File: src/rtl/hs32_flagunit.sv
// hs32 execute-side flag unit: holds NZCV, evaluates condition codes against committed flags,
// gates writeback/flag update on the result and registers the outcome in a one-slot output stage.
module hs32_flagunit #(
  parameter int         RW    = 4,
  parameter logic [3:0] FLRST = 4'b0000
) (
  input  logic          clk,
  input  logic          reset_n,
  input  logic          i_valid,
  output logic          o_ready,
  input  logic [3:0]    i_cond,
  input  logic [31:0]   i_res,
  input  logic [3:0]    i_fl,
  input  logic          i_setfl,
  input  logic          i_wb,
  input  logic [RW-1:0] i_rd,
  input  logic          i_flw,
  input  logic [3:0]    i_flwd,
  output logic [3:0]    o_fl,
  output logic          o_valid,
  input  logic          i_ready,
  output logic [31:0]   o_res,
  output logic [RW-1:0] o_rd,
  output logic          o_wb,
  output logic          o_exec
);

  localparam logic [3:0] C_EQ = 4'h0, C_NE = 4'h1, C_CS = 4'h2, C_CC = 4'h3,
                         C_MI = 4'h4, C_PL = 4'h5, C_VS = 4'h6, C_VC = 4'h7,
                         C_HI = 4'h8, C_LS = 4'h9, C_GE = 4'hA, C_LT = 4'hB,
                         C_GT = 4'hC, C_LE = 4'hD, C_AL = 4'hE;

  function automatic logic cond_pass(input logic [3:0] cond, input logic [3:0] fl);
    logic n, z, c, v;
    {n, z, c, v} = fl;
    case (cond)
      C_EQ:    cond_pass = z;
      C_NE:    cond_pass = !z;
      C_CS:    cond_pass = c;
      C_CC:    cond_pass = !c;
      C_MI:    cond_pass = n;
      C_PL:    cond_pass = !n;
      C_VS:    cond_pass = v;
      C_VC:    cond_pass = !v;
      C_HI:    cond_pass = c && !z;
      C_LS:    cond_pass = !c || z;
      C_GE:    cond_pass = (n == v);
      C_LT:    cond_pass = (n != v);
      C_GT:    cond_pass = !z && (n == v);
      C_LE:    cond_pass = z || (n != v);
      C_AL:    cond_pass = 1'b1;
      default: cond_pass = 1'b0;  // NV
    endcase
  endfunction

  logic accept;
  logic pass;

  assign o_ready = !o_valid || i_ready;
  assign accept  = i_valid && o_ready;
  // Evaluated against the committed flags only; a beat never sees its own flag update.
  assign pass    = cond_pass(i_cond, o_fl);

  // NOTE: sequential state uses non-blocking assignments so every register samples pre-edge values.
  always_ff @(posedge clk) begin
    if (!reset_n) begin
      o_fl    <= FLRST;
      o_valid <= 1'b0;
      o_res   <= '0;
      o_rd    <= '0;
      o_wb    <= 1'b0;
      o_exec  <= 1'b0;
    end else begin
      if (accept) begin
        o_valid <= 1'b1;
        o_res   <= i_res;
        o_rd    <= i_rd;
        o_exec  <= pass;
        o_wb    <= i_wb && pass;
      end else if (o_valid && i_ready) begin
        o_valid <= 1'b0;
      end

      // Direct flag writes override any same-cycle ALU flag update.
      if (i_flw)
        o_fl <= i_flwd;
      else if (accept && pass && i_setfl)
        o_fl <= i_fl;
    end
  end

endmodule

File: config.mk
export PLATFORM = sky130hd
export DESIGN_NAME = hs32_flagunit
export DESIGN_NICKNAME = d
export VERILOG_FILES = /design/src/rtl/hs32_flagunit.sv
export SDC_FILE = /design/constraint.sdc
export NUM_CORES = 1
export LEC_CHECK = 0
export ABC_AREA = 1
export ABC_CLOCK_PERIOD_IN_PS = 1850
export BUFFER_PORTS_ARGS = -buffer_cell sky130_fd_sc_hd__buf_2
export CAP_MARGIN = 5
export CORE_ASPECT_RATIO = 0.6
export CORE_MARGIN = 10
export CORE_UTILIZATION = 44
export CTS_CLUSTER_DIAMETER = 100
export DETAILED_ROUTE_END_ITERATION = 6
export PLACE_DENSITY = 0.79
export SETUP_SLACK_MARGIN = 0.15
export SKIP_CTS_REPAIR_TIMING = 1
export SLEW_MARGIN = 20
export SYNTH_ARGS = -nofsm -noshare
export SYNTH_HDL_FRONTEND = slang
export SYNTH_SLANG_ARGS = --single-unit
export TNS_END_PERCENT = 1
File: constraint.sdc
create_clock -name clk -period 1.85 [get_ports clk]
set_clock_uncertainty 0.05 [all_clocks]
set_input_delay 0.0925 -clock clk [delete_from_list [all_inputs] [get_ports clk]]
set_output_delay 0.0925 -clock clk [all_outputs]
set_load 0.03 [all_outputs]
==> results.txt <==
* Clock buffers created by TritonCTS: 5
- Average wire per standard cell: 13.13 um
- Setup repair after global routing left no endpoint under its margin.
- Buffers on Ports: 98
- Clk buf depth: 2
* Number of pins with negative max-slew slack in the final report: 0
* Via count of the first global-routing pass: 1838
- The first detailed-routing pass took 4 iterations.
- Number of remaining DRC errors: 0
* Routability-driven placement congestion ratio: 0.9570
- VDD sags by at most 489.3 uV.
* Critical Path Sink Type: flop
* Max capacitance violation total: 0
- Crit Path Category: flop to flop
- In this run the remaining antenna-violating nets after routing total 0.
- Power Density: 913.5 nW/um^2
* Top achievable clock speed: 657.3 MHz
- Warnings from Yosys: 0
* Sequential fraction of the synthesis area: 0.4828
- Synthesis-stage register bit count: 43
* Yosys cell types: 20
- Buffer cell driving the clock tree root: sky130_fd_sc_hd__clkbuf_8
- Hold depth: 3
- The largest individual stage delay along the critical path comes from the cell sky130_fd_sc_hd__dfxtp_1.
- Clock latency on the worst-skew pair, taken at its later pin, is 0.28 ns.
- Total clock sinks: 43
- Number of levels in the clock H-tree: 2
* Via total after detailed routing: 1882
* Share of final-layout standard cells stronger than drive strength 1: 0.3333
- # setup viols final: 0
- Core outline area: 3786 sq um
- Hold Path Origin: i_res[27]
* Antenna violations before repair: 0
- By instance count, the cell type seen most on the critical path is sky130_fd_sc_hd__nand2_1.
* Total congestion overflow: 0
* List of cells traversed by the critical path: inv_1, nand2_1, nand3_1, nand2_1, nand2_1, nand2_1, nor2_2, nand2_2, nand3_4, a21oi_1, nor2_1
- Violation count after the first detailed-routing iteration: 99
- Pin slew with the least headroom to its limit: 0.6242 ns
- Capture endpoint of the worst hold path: o_res[27]$_SDFFE_PN0P_
- Worst R2R Path Depth: 11
* First-pass GRT wire length: 8673 um
- The die is 102.2 um wide.
- Effective utilization at floorplan: 0.4709
* Area growth from synthesis to layout: 33.61%
* Net count after synthesis: 311
* N_diodes: 0
- Violated checks: hold timing
- Post-synth design cell area: 1783 sq um
- Setup total negative slack on the finished layout was measured at 0 ns.
- The floorplan step set the die height to 69.31 um.
- Minimum clock period after layout: 1.521 ns
- Leak Pwr: 1.269 nW
- Detailed placement ended at an HPWL of 4027 um.
* Routed wire length: 5226 um
- The worst setup path is launched from a flop.
* Run status: finished with violations
- Highest fanout seen on the critical path: 8
- Switch Pwr: 0.6720 mW
* Via/cell ratio: 4.729
- The internal power of the cells totals 1.504 mW.
- For this run, the total global-route usage over all layers was measured as 0.1467.
- The worst register-to-register path ends at o_fl[3]$_SDFFE_PN0P_.
* Portion of total power attributed to sequential cells: 0.477
- The worst register-to-register path has a setup slack of 0.33 ns.
- Share of total power in combinational logic: 0.235
- Post-CTS clock slew at the launch and capture registers of the worst setup and hold paths: 0.07 ns
- Clock network fraction of total power: 0.288
- Data on the critical path arrives at its endpoint at 1.65 ns.
- Standard cell area after detailed placement: 2282 sq um
- The finished cells cover 2382 sq um.
- The final layout contains 405 nets.
- At the worst endpoint, the required time is 1.98 ns.
- Worst Hold Margin: -0.003655 ns
- The cell count after synthesis came out at 256.
* Net switching fraction of the power: 0.3088
- Fin crit share: 0.8224
- Largest net degree at the start of global routing: 42
- The tightest min-delay check is of the input pin to flop type.
* Die area: 7082 sq um
- RR Startpoint: o_fl[0]$_SDFFE_PN0P_
- The worst pin sits at a relative slew slack of 0.5839.
- Final hold violation count: 1
- After filler insertion, the fill cell instance count of the layout stands at 367.
* Number of placement rows: 17
- For this design the top-level I/O count stands at 99.
- Average footprint of a synthesized cell: 6.965 sq um
- In this design, the stage delay of the slowest critical-path cell is 0.40 ns.
* CTS tree: yes
==> worst max path at each step <==
stage                                     from              endpoint  slack, ns  cells past startpoint
after floorplan           o_valid$_SDFFE_PN0P_  o_rd[3]$_SDFFE_PN0P_       0.20                      6
after global placement    o_fl[0]$_SDFFE_PN0P_  o_fl[2]$_SDFFE_PN0P_       0.46                     11
after detailed placement  o_fl[0]$_SDFFE_PN0P_  o_fl[3]$_SDFFE_PN0P_       0.35                     11
after CTS                 o_fl[0]$_SDFFE_PN0P_  o_fl[3]$_SDFFE_PN0P_       0.33                     11
after global routing      o_fl[0]$_SDFFE_PN0P_  o_fl[1]$_SDFFE_PN0P_       0.16                     11
final                     o_fl[0]$_SDFFE_PN0P_  o_fl[3]$_SDFFE_PN0P_       0.33                     11
==> power groups by stage <==
stage                     sequential, mW  combinational [mW]  clock (mW)
after detailed placement            1.06               0.516           0
after global placement              1.05               0.509           0
final                               1.04               0.512       0.627
after floorplan                     1.20               0.192           0
after global routing                1.05               0.571       0.687
after CTS                           1.04               0.517       0.650
==> through the flow <==
step           instances  total power, mW    util  worst slack [ns]  hold WS [ns]
2_1_floorplan        256            1.397       -            0.1976        0.1913
3_3_place_gp         390            1.562  0.6028            0.4568        0.2848
3_5_place_dp         390            1.575  0.6028            0.3479        0.2921
4_1_cts              398            2.204  0.6292            0.3317      -0.01002
5_1_grt              398            2.306  0.6292            0.1640      0.001911
6_report             398            2.176  0.6292            0.3286     -0.003655
==> layout by cell type (no fill, tap or decap), types with 4 or more instances in the layout <==
cell type and n:
sky130_fd_sc_hd__inv_2 4, sky130_fd_sc_hd__o21ai_0 29, sky130_fd_sc_hd__nand3_1 13, sky130_fd_sc_hd__clkbuf_8 7
sky130_fd_sc_hd__nand2_1 40, sky130_fd_sc_hd__nor2_1 81, sky130_fd_sc_hd__a21oi_1 7, sky130_fd_sc_hd__inv_1 9
sky130_fd_sc_hd__dfxtp_1 43, sky130_fd_sc_hd__buf_2 98, sky130_fd_sc_hd__o21ai_1 8
==> logic make-up (layout without fill, tap and decap cells) <==
family | Yosys count | in the layout | share of synthesized area
compound gates | 46 | 46 | 0.1333
buf+inv | 27 | 122 | 0.06596
simple gates | 140 | 140 | 0.3179
flops | 43 | 43 | 0.4828
==> state kept, by name, indices dropped and copies added, names as in the netlist <==
| signal | count |
|---|---|
| o_res | 32 |
| o_wb | 1 |
| o_exec | 1 |
| o_valid | 1 |
| o_fl | 4 |
| o_rd | 4 |
==> worst max-delay path, delay by kind of cell, from the launching register on <==
kind	cells	cell delay (ns)
buffers and inverters	1	0.09
AO/OA/AOI/OAI	1	0.17
flip-flops	1	0.40
AND/OR/NAND/NOR	9	0.71
==> area by class of cell <==
class	count	area, sq um	share of cell area
inverters	14	52.55	0.02206
repair buffers	100	505.5	0.2122
clock buffers	8	100.1	0.04202
flip-flops and latches	43	860.8	0.3613
well taps	47	58.81	0.02468
multi-input cells	186	804.5	0.3377
==> per-layer routing <==
| metal | GRT usage | routed length [um] | vias to the layer above | part of all wire |
|---|---|---|---|---|
| li1 | - | - | 995 | - |
| met1 | 0.1824 | 2465 | 811 | 0.47 |
| met2 | 0.2273 | 2235 | 72 | 0.43 |
| met3 | 0.05853 | 478 | 4 | 0.091 |
| met4 | 0.04012 | 46 | 0 | 0.0088 |
| met5 | 0 | 0 | - | 0 |
==> synthesized netlist by cell type (all sizes together) <==
master	number	share of area
buf	6	0.022
a21oi	9	0.029
clkbuf	7	0.015
nor2	83	0.18
o21ai	37	0.10
dfxtp	43	0.48
nand4	1	0.0035
nor3	1	0.0028
clkinv	1	0.0021
nand3	14	0.046
nand2	41	0.088
inv	13	0.027
Note: power is estimated with default switching activity, not from simulation.
